===== src/rtl/hqc_harness_pkg.sv =====
// rtl/hqc_harness_pkg.sv - shared states and report characters for the HQC KEM harness sequencer
package hqc_harness_pkg;

    typedef enum logic [2:0] {
        IDLE,
        SOFTRST,
        LOAD,
        RUN,
        STATUS,
        SSOUT,
        SEND_R
    } state_t;

    localparam logic [7:0] CH_R = 8'h52;
    localparam logic [7:0] CH_Y = 8'h59;
    localparam logic [7:0] CH_N = 8'h4E;
    localparam logic [7:0] CH_E = 8'h45;
    localparam logic [7:0] CH_T = 8'h54;

    function automatic logic [7:0] status_char(input logic ret0);
        return ret0 ? CH_N : CH_Y;
    endfunction

    function automatic logic reports_ss(input logic [7:0] stat);
        return (stat == CH_Y) || (stat == CH_N);
    endfunction

endpackage


===== src/rtl/hqc_ss_capture.sv =====
// rtl/hqc_ss_capture.sv - shared-secret capture buffer with first-write-wins mask and core read port
module hqc_ss_capture #(
    parameter int SS_WORDS  = 8,
    parameter int SS_WORD_W = 64,
    parameter int SS_AW     = 3
) (
    input  logic                 clk,
    input  logic                 rst,
    input  logic                 clr,
    input  logic                 start,
    input  logic                 stop,
    input  logic [SS_AW-1:0]     ss_addr,
    input  logic                 ss_ce,
    input  logic                 ss_we,
    input  logic [SS_WORD_W-1:0] ss_d,
    output logic [SS_WORD_W-1:0] ss_q,
    input  logic [SS_AW-1:0]     rd_addr,
    output logic [SS_WORD_W-1:0] rd_word
);

    logic [SS_WORD_W-1:0] buf_q [SS_WORDS];
    logic [SS_WORD_W-1:0] buf_d [SS_WORDS];
    logic [SS_WORDS-1:0]  mask_q, mask_d;
    logic                 cap_en_q, cap_en_d;
    logic [SS_WORD_W-1:0] dout_q, dout_d;
    logic                 wr_en;

    // A word may only be captured once per run; a full mask closes the window early.
    always_comb begin
        mask_d   = mask_q;
        cap_en_d = cap_en_q;
        wr_en    = ss_ce && ss_we && cap_en_q && !mask_q[ss_addr];
        if (clr) begin
            mask_d   = '0;
            cap_en_d = 1'b0;
        end else begin
            if (wr_en) begin
                mask_d[ss_addr] = 1'b1;
            end
            if (start) begin
                cap_en_d = 1'b1;
            end
            if (stop || (&mask_d)) begin
                cap_en_d = 1'b0;
            end
        end
    end

    always_comb begin
        buf_d = buf_q;
        if (wr_en) begin
            buf_d[ss_addr] = ss_d;
        end
        dout_d = ss_ce ? buf_q[ss_addr] : dout_q;
    end

    always_ff @(posedge clk or posedge rst) begin
        if (rst) begin
            buf_q    <= '{default: '0};
            mask_q   <= '0;
            cap_en_q <= 1'b0;
            dout_q   <= '0;
        end else begin
            buf_q    <= buf_d;
            mask_q   <= mask_d;
            cap_en_q <= cap_en_d;
            dout_q   <= dout_d;
        end
    end

    assign ss_q    = dout_q;
    assign rd_word = buf_q[rd_addr];

endmodule


===== src/rtl/hqc_kem_harness_ctrl.sv =====
// rtl/hqc_kem_harness_ctrl.sv - soft-reset, load, run and UART report sequencer for an HLS HQC KEM core
module hqc_kem_harness_ctrl
    import hqc_harness_pkg::*;
#(
    parameter int SS_WORDS     = 8,
    parameter int SS_WORD_W    = 64,
    parameter int SS_AW        = 3,
    parameter int SS_TX_BYTES  = 1,
    parameter int SOFT_RST_CYC = 1024,
    parameter int CORE_TIMEOUT = 2**26,
    parameter int TRIG_HOLD    = 0
) (
    input  logic                 clk,
    input  logic                 rst,
    output logic                 soft_rst,
    output logic                 trig,
    output logic                 ld_start,
    input  logic                 ld_done,
    input  logic                 ld_success,
    output logic                 core_start,
    input  logic                 core_done,
    input  logic [31:0]          core_ret,
    input  logic [SS_AW-1:0]     ss_addr,
    input  logic                 ss_ce,
    input  logic                 ss_we,
    input  logic [SS_WORD_W-1:0] ss_d,
    output logic [SS_WORD_W-1:0] ss_q,
    output logic                 tx_en,
    output logic [7:0]           tx_data,
    input  logic                 tx_busy
);

    localparam int              BPW      = SS_WORD_W / 8;
    localparam int              BI_W     = (SS_TX_BYTES > 0) ? $clog2(SS_TX_BYTES + 1) : 1;
    localparam logic [BI_W-1:0] BI_LAST  = BI_W'((SS_TX_BYTES > 0) ? SS_TX_BYTES - 1 : 0);
    localparam logic [31:0]     SRC_LAST = 32'(SOFT_RST_CYC - 1);
    localparam logic [31:0]     WD_LAST  = 32'((CORE_TIMEOUT > 0) ? CORE_TIMEOUT - 1 : 0);

    state_t                state_q, state_d;
    logic [31:0]           cyc_q, cyc_d;
    logic [BI_W-1:0]       bidx_q, bidx_d;
    logic [7:0]            stat_q, stat_d;
    logic [7:0]            tx_data_q, tx_data_d;
    logic                  tx_en_q, tx_en_d;
    logic                  trig_h_q, trig_h_d;

    logic                  can_send;
    logic                  run_done;
    logic                  wd_expire;
    logic                  cap_stop;
    logic [31:0]           bidx_ext;
    logic [SS_AW-1:0]      rd_addr;
    logic [SS_WORD_W-1:0]  rd_word;
    logic [7:0]            ss_byte;
    logic                  unused_ret;

    // The sender's busy flag rises a cycle after send_en, so never fire on back-to-back cycles.
    assign can_send   = !tx_busy && !tx_en_q;
    assign core_start = (state_q == LOAD) && ld_done && ld_success;
    assign run_done   = (state_q == RUN) && core_done;
    assign wd_expire  = (CORE_TIMEOUT > 0) && (state_q == RUN) && !core_done && (cyc_q == WD_LAST);
    assign cap_stop   = run_done || wd_expire;

    assign soft_rst   = (state_q == SOFTRST);
    assign ld_start   = (state_q == LOAD);
    assign trig       = core_start || ((TRIG_HOLD != 0) && trig_h_q);
    assign tx_en      = tx_en_q;
    assign tx_data    = tx_data_q;
    assign unused_ret = ^core_ret[31:1];

    assign bidx_ext = 32'(bidx_q);
    assign rd_addr  = SS_AW'(bidx_ext / 32'(BPW));
    assign ss_byte  = 8'(rd_word >> ((bidx_ext % 32'(BPW)) * 32'd8));

    hqc_ss_capture #(
        .SS_WORDS  (SS_WORDS),
        .SS_WORD_W (SS_WORD_W),
        .SS_AW     (SS_AW)
    ) u_cap (
        .clk     (clk),
        .rst     (rst),
        .clr     (soft_rst),
        .start   (core_start),
        .stop    (cap_stop),
        .ss_addr (ss_addr),
        .ss_ce   (ss_ce),
        .ss_we   (ss_we),
        .ss_d    (ss_d),
        .ss_q    (ss_q),
        .rd_addr (rd_addr),
        .rd_word (rd_word)
    );

    always_comb begin
        state_d   = state_q;
        cyc_d     = cyc_q;
        bidx_d    = bidx_q;
        stat_d    = stat_q;
        tx_en_d   = 1'b0;
        tx_data_d = tx_data_q;
        trig_h_d  = trig_h_q;
        unique case (state_q)
            IDLE, SEND_R: begin
                if (can_send) begin
                    tx_en_d   = 1'b1;
                    tx_data_d = CH_R;
                    cyc_d     = '0;
                    state_d   = SOFTRST;
                end
            end
            SOFTRST: begin
                if (cyc_q == SRC_LAST) begin
                    cyc_d   = '0;
                    state_d = LOAD;
                end else begin
                    cyc_d = cyc_q + 32'd1;
                end
            end
            LOAD: begin
                if (ld_done) begin
                    if (ld_success) begin
                        cyc_d    = '0;
                        trig_h_d = 1'b1;
                        state_d  = RUN;
                    end else begin
                        stat_d  = CH_E;
                        state_d = STATUS;
                    end
                end
            end
            RUN: begin
                if (run_done) begin
                    stat_d   = status_char(core_ret[0]);
                    trig_h_d = 1'b0;
                    state_d  = STATUS;
                end else if (wd_expire) begin
                    stat_d   = CH_T;
                    trig_h_d = 1'b0;
                    state_d  = STATUS;
                end else begin
                    cyc_d = cyc_q + 32'd1;
                end
            end
            STATUS: begin
                if (can_send) begin
                    tx_en_d   = 1'b1;
                    tx_data_d = stat_q;
                    bidx_d    = '0;
                    state_d   = (reports_ss(stat_q) && (SS_TX_BYTES > 0)) ? SSOUT : SEND_R;
                end
            end
            SSOUT: begin
                if (can_send) begin
                    tx_en_d   = 1'b1;
                    tx_data_d = ss_byte;
                    if (bidx_q == BI_LAST) begin
                        state_d = SEND_R;
                    end else begin
                        bidx_d = bidx_q + 1'b1;
                    end
                end
            end
            default: state_d = IDLE;
        endcase
    end

    always_ff @(posedge clk or posedge rst) begin
        if (rst) begin
            state_q   <= IDLE;
            cyc_q     <= '0;
            bidx_q    <= '0;
            stat_q    <= '0;
            tx_en_q   <= 1'b0;
            tx_data_q <= '0;
            trig_h_q  <= 1'b0;
        end else begin
            state_q   <= state_d;
            cyc_q     <= cyc_d;
            bidx_q    <= bidx_d;
            stat_q    <= stat_d;
            tx_en_q   <= tx_en_d;
            tx_data_q <= tx_data_d;
            trig_h_q  <= trig_h_d;
        end
    end

endmodule

===== config.mk =====
export PLATFORM = sky130hd
export DESIGN_NAME = hqc_kem_harness_ctrl
export DESIGN_NICKNAME = d
export VERILOG_FILES = /design/src/rtl/hqc_harness_pkg.sv /design/src/rtl/hqc_ss_capture.sv /design/src/rtl/hqc_kem_harness_ctrl.sv
export SDC_FILE = /design/constraint.sdc
export NUM_CORES = 1
export LEC_CHECK = 0
export ABC_AREA = 0
export CAP_MARGIN = 20
export CORE_ASPECT_RATIO = 2
export CORE_MARGIN = 5
export CORE_UTILIZATION = 60
export DETAILED_ROUTE_END_ITERATION = 7
export DONT_BUFFER_PORTS = 1
export HOLD_SLACK_MARGIN = 0.03
export PLACE_DENSITY = 0.83
export RECOVER_POWER = 50
export SLEW_MARGIN = 20
export SYNTH_ARGS = -nofsm -noshare
export SYNTH_HDL_FRONTEND = slang
export SYNTH_SLANG_ARGS = --single-unit

===== constraint.sdc =====
create_clock -name clk -period 32.8 [get_ports clk]
set_input_delay 3.28 -clock clk [delete_from_list [all_inputs] [get_ports clk]]
set_output_delay 3.28 -clock clk [all_outputs]
set_load 0.02 [all_outputs]

== Yosys cells after proc, flatten, opt, wreduce, memory -nomap -nowiden ==
Cells that the tools add are included.
Cells by class
  equal/unequal tests: 21
  reduce and logical (&&, ||, !) cells: 32
  shifts and indexed selects: 1
  order comparisons: 4
  multiplexer cells: 50
  bitwise gates (word level): 2
  add/sub/neg operators: 2
Operator list (number)
  $bwmux W512: 1
  $bmux W64 S3: 1
  $demux W64 S3: 1
  $mux W32: 6
  $mux W64: 3
  $pmux W32 S4: 1
  $mux W8: 10
  $shr A64 B4 Y8: 1
  $add A32 B1 Y32 const B: 1
  $eq A32 B10 Y1 const B: 1
  $eq A32 B26 Y1 const B: 1
  $mux W3: 9
  $pmux W8 S3: 1
  $pmux W3 S6: 1
  $eq A8 B7 Y1 const B: 2
  $pmux W8 S2: 1
  $ne A2 B2 Y1 const B: 7
  $logic_and A1 B1 Y1: 11
  $mux W1: 10
  $eq A3 B3 Y1 const B: 3
  $or A8 B8 Y8: 1
  $reduce_and A4 Y1: 2
  $reduce_and A8 Y1: 1
  $reduce_and A7 Y1: 1
  other kinds (25): 35
Storage, ports and cells
  register bits after elaboration: 638
  output and inout bits: 77
  word-level logic and storage cells: 129
  bits of input ports: 107

== Longest topological paths before layout ==
  depth in word-level cells: 11
  depth in mapped cells: 9

== Modules after synthesis ==
A second synthesis with hierarchy kept.
Second synthesis, totals
  cell total of the unflattened synthesis: 2326
  area total of the unflattened synthesis: 32860.3 um^2
Modules (own cells, without submodules)
  hqc_ss_capture: seq. area each 14639.0 um^2, area each 29904.9 um^2, cells each 2000, times used 1
  hqc_kem_harness_ctrl: seq. area each 1251.2 um^2, area each 2955.3 um^2, cells each 326, times used 1

== Least setup slack after synthesis ==
Ideal clock, no wire load.
  path kind: input -> output
  from: input port ld_done
  to: output port trig
  path slack: 25.790 ns
  arrival time: 3.730 ns
  stages on the path: 2
  required time: 29.520 ns
  buffers on the path: 1
  cell sequence: and3_1 -> buf_4
Between the ends
  longest elaborated chain between the ends: 2
Ends and longest elaborated chain
  start, declared: line hqc_kem_harness_ctrl.sv:18  | input logic ld_done,
  $logic_and A1 B1 Y1 (2 in series): line hqc_kem_harness_ctrl.sv:59  | assign core_start = (state_q == LOAD) && ld_done && ld_success;
  end, declared: line hqc_kem_harness_ctrl.sv:16  | output logic trig,
No other way between the ends.

==> impl_metrics.ini <==
[sta]
setup_viol = 0
fin_crit_sh_pct = 46.2
rsz0062_at_grt = no
worst_pin_slew_ns = 8.99
fin_crit_ns = 15.14
maxSlewHeadroom_pct = -499
fmax_ghz = 0.0660
hold_violations = 0
holdWs_ns = 0.487
fin_worst_skew_ns = 0.0196
tns_ns = 0
slew_violations = 680

[final_layout]
drive_above_1_share_pct = 31.7
fin_nets = 2266
antennaDiodeCount = 0
syn2layout_area_growth_pct = 7.21
fin_util_pct = 64.9
postLayoutCellArea_mm2 = 0.0308

[placement]
gp_congestion = 0.849
port-buffer-count = 0
post-dp-hpwl_um = 41700
placed_area_mm2 = 0.0292

[clocking]
cts_setup_buffers = 0
cts_hold_buf = 0
cts_tree = done
cts_root_buf = clkbuf_16
clkSinkCount = 635
clockBufferDepth = 3
cts-buffers-inserted = 54
clkLatencyLatePin_ns = 0.60
htree_levels = 2
post_cts_resize_count = 0
clk_pin_slew_worst_paths_ns = 0.06

[outcome]
failed_checks = max-capacitance violations, max-slew violations
outcome = complete, but fails checks

[yosys]
ys_top_cells_by_area = dfrtp_1 (55%), mux2_2 (22%), mux2i_1 (3.1%)
synth.cell_area_mm2 = 0.0288
syn_avg_cell_area_um2 = 12.8
synth_top_area_cell = dfrtp_1
ys.flop_type = dfrtp_1
synth-seq-area-share_pct = 55.2
synth_fp_nets = 2349
ys_types = 60
synth_async_sr_flop_share_pct = 100
ys_warn_count = 0
syn-instance-count = 2241
synth_edf_count = 0
yosysTopAreaCellShare_pct = 55.2
ys_seq_elements = 635

[grt]
grt_pass1_vias = 20097
antenna_found_initial = 0
gr-total-overflow = 0
grt_pass1_wl_um = 112000
grt_usage_pct = 27.1
grt_max_degree = 177

[critical_path]
max_stage_delay_ns = 6.41
crit_type = input port to async pin
cp_top_family = buffers and inverters
worst_setup_path_start_kind = input port
cp_num_buf_inv = 2
slowest_stage = clkbuf_1
path_cells = clkinvlp_2, clkbuf_1
cp_data_arrival_time_ns = 13.58
required_ns = 31.23
worstSetupEndpointType = async pin
cp_max_fo = 176

[power_and_ir_drop]
power_mw = 2.26
power_density_mw_per_mm2 = 73.2
max-vdd-ir-drop_mv = 0.0767
leakage_nw = 14.4

[route]
drt_iter0_drc = 1684
drt-pass1-iter-count = 6
wl_um = 71300
wl_per_cell_um = 25.2
vias_per_cell = 6.57
vias = 18595
post-route-drc-count = 0
antenna_left = 0

[die]
die_w_um = 165
core_area_mm2 = 0.0475
rows = 113
pin_count = 184
initial_core_util_pct = 60.6
die-area_mm2 = 0.0527
die_height_um = 320

[flow_run]
cap_violations = 14

[worst_hold_path]
hp-class = flip-flop to flip-flop
## kinds of logic (layout without fill, tap and decap cells)
kind of cell / count (synthesis) / count (layout) / synth area share (%)
flops: 635 / 635 / 55.2
mux: 688 / 688 / 27.3
fa+ha+maj: 2 / 2 / 0.0783
compound gates: 360 / 360 / 8.38
simple gates: 366 / 366 / 6.16
buf+inv: 190 / 148 / 2.84
## sequential cells by signal, summed over array words and instances, names as in the netlist
| signal | count |
|---|---|
| stat_q | 6 |
| u_cap.cap_en_q | 1 |
| cyc_q | 32 |
| state_q | 3 |
| u_cap.mask_q | 8 |
| u_cap.buf_q | 512 |
| tx_data | 8 |
| tx_en | 1 |
| u_cap.ss_q | 64 |
## cell usage after synthesis (18+ instances only)
| library cell | n |
|---|---|
| dfrtp_1 | 635 |
| mux2_2 | 567 |
| nor2_1 | 129 |
| clkbuf_1 | 105 |
| nand2_1 | 95 |
| mux2i_1 | 90 |
| a21oi_1 | 74 |
| o21ai_0 | 65 |
| a22oi_1 | 49 |
| buf_2 | 46 |
| a31oi_1 | 28 |
| nand3_1 | 28 |
| a221oi_1 | 26 |
| a211oi_1 | 25 |
| a22o_1 | 25 |
| nand4_1 | 24 |
| inv_1 | 21 |
| mux4_2 | 20 |
| o211ai_1 | 18 |
## placed cells by master (no fill, tap or decap), types with 28 or more instances in the layout
master	synthesis	final
o21ai_0	65	66
nand3_1	28	28
a22oi_1	49	49
a21oi_1	74	74
clkbuf_16	0	55
nand2_1	95	95
mux2i_1	90	90
nor2_1	129	127
dfrtp_1	635	635
mux2_2	567	564
a31oi_1	28	28
## stage by stage
step	setup WS, ns	instances
final	17.66	2831
after global routing	14.99	2831
after CTS	25.85	2830
after detailed placement	25.78	2733
after global placement	25.85	2732
after floorplan	11.73	2241
## area by class of cell
class                   count  area (um^2)
flip-flops and latches    635        15900
clock buffers              78         1550
fillers                  3465        16700
repair buffers             30          199
inverters                  21         80.1
clock inverters            19          233
well taps                 632          791
multi-input cells        1416        12100
## layer usage
| layer | share of wire (%) | vias to the layer above | track usage [%] |
|---|---|---|---|
| met1 | 37 | 9775 | 32.0 |
| met4 | 3.9 | 0 | 11.1 |
| met2 | 53 | 575 | 48.0 |
| met5 | 0 | - | 0 |
| met3 | 6.1 | 185 | 5.55 |
| li1 | - | 8060 | - |
## power by group
group / internal (mW) / leakage [nW] / switching (mW)
logic: 0.251 / 5.00 / 0.190
registers: 1.00 / 8.53 / 0.162
clock network: 0.368 / 0.878 / 0.285
total: 1.62 / 14.4 / 0.637
## worst paths after layout
check	from	endpoint	slack (ns)	depth (start not counted)
min in group asynchronous	rst	u_cap.ss_q[10]$_DFFE_PP0P_	4.57	1
max in group clk	ld_done	core_start	25.85	1
min reg2reg	cyc_q[31]$_DFFE_PP0P_	cyc_q[31]$_DFFE_PP0P_	0.49	1
max reg2reg	u_cap.cap_en_q$_DFFE_PP0P_	u_cap.buf_q[81]$_DFFE_PP0P_	29.02	4
min	cyc_q[31]$_DFFE_PP0P_	cyc_q[31]$_DFFE_PP0P_	0.49	1
max	rst	u_cap.buf_q[189]$_DFFE_PP0P_	17.66	2
Power figures use the tool's default switching activity.
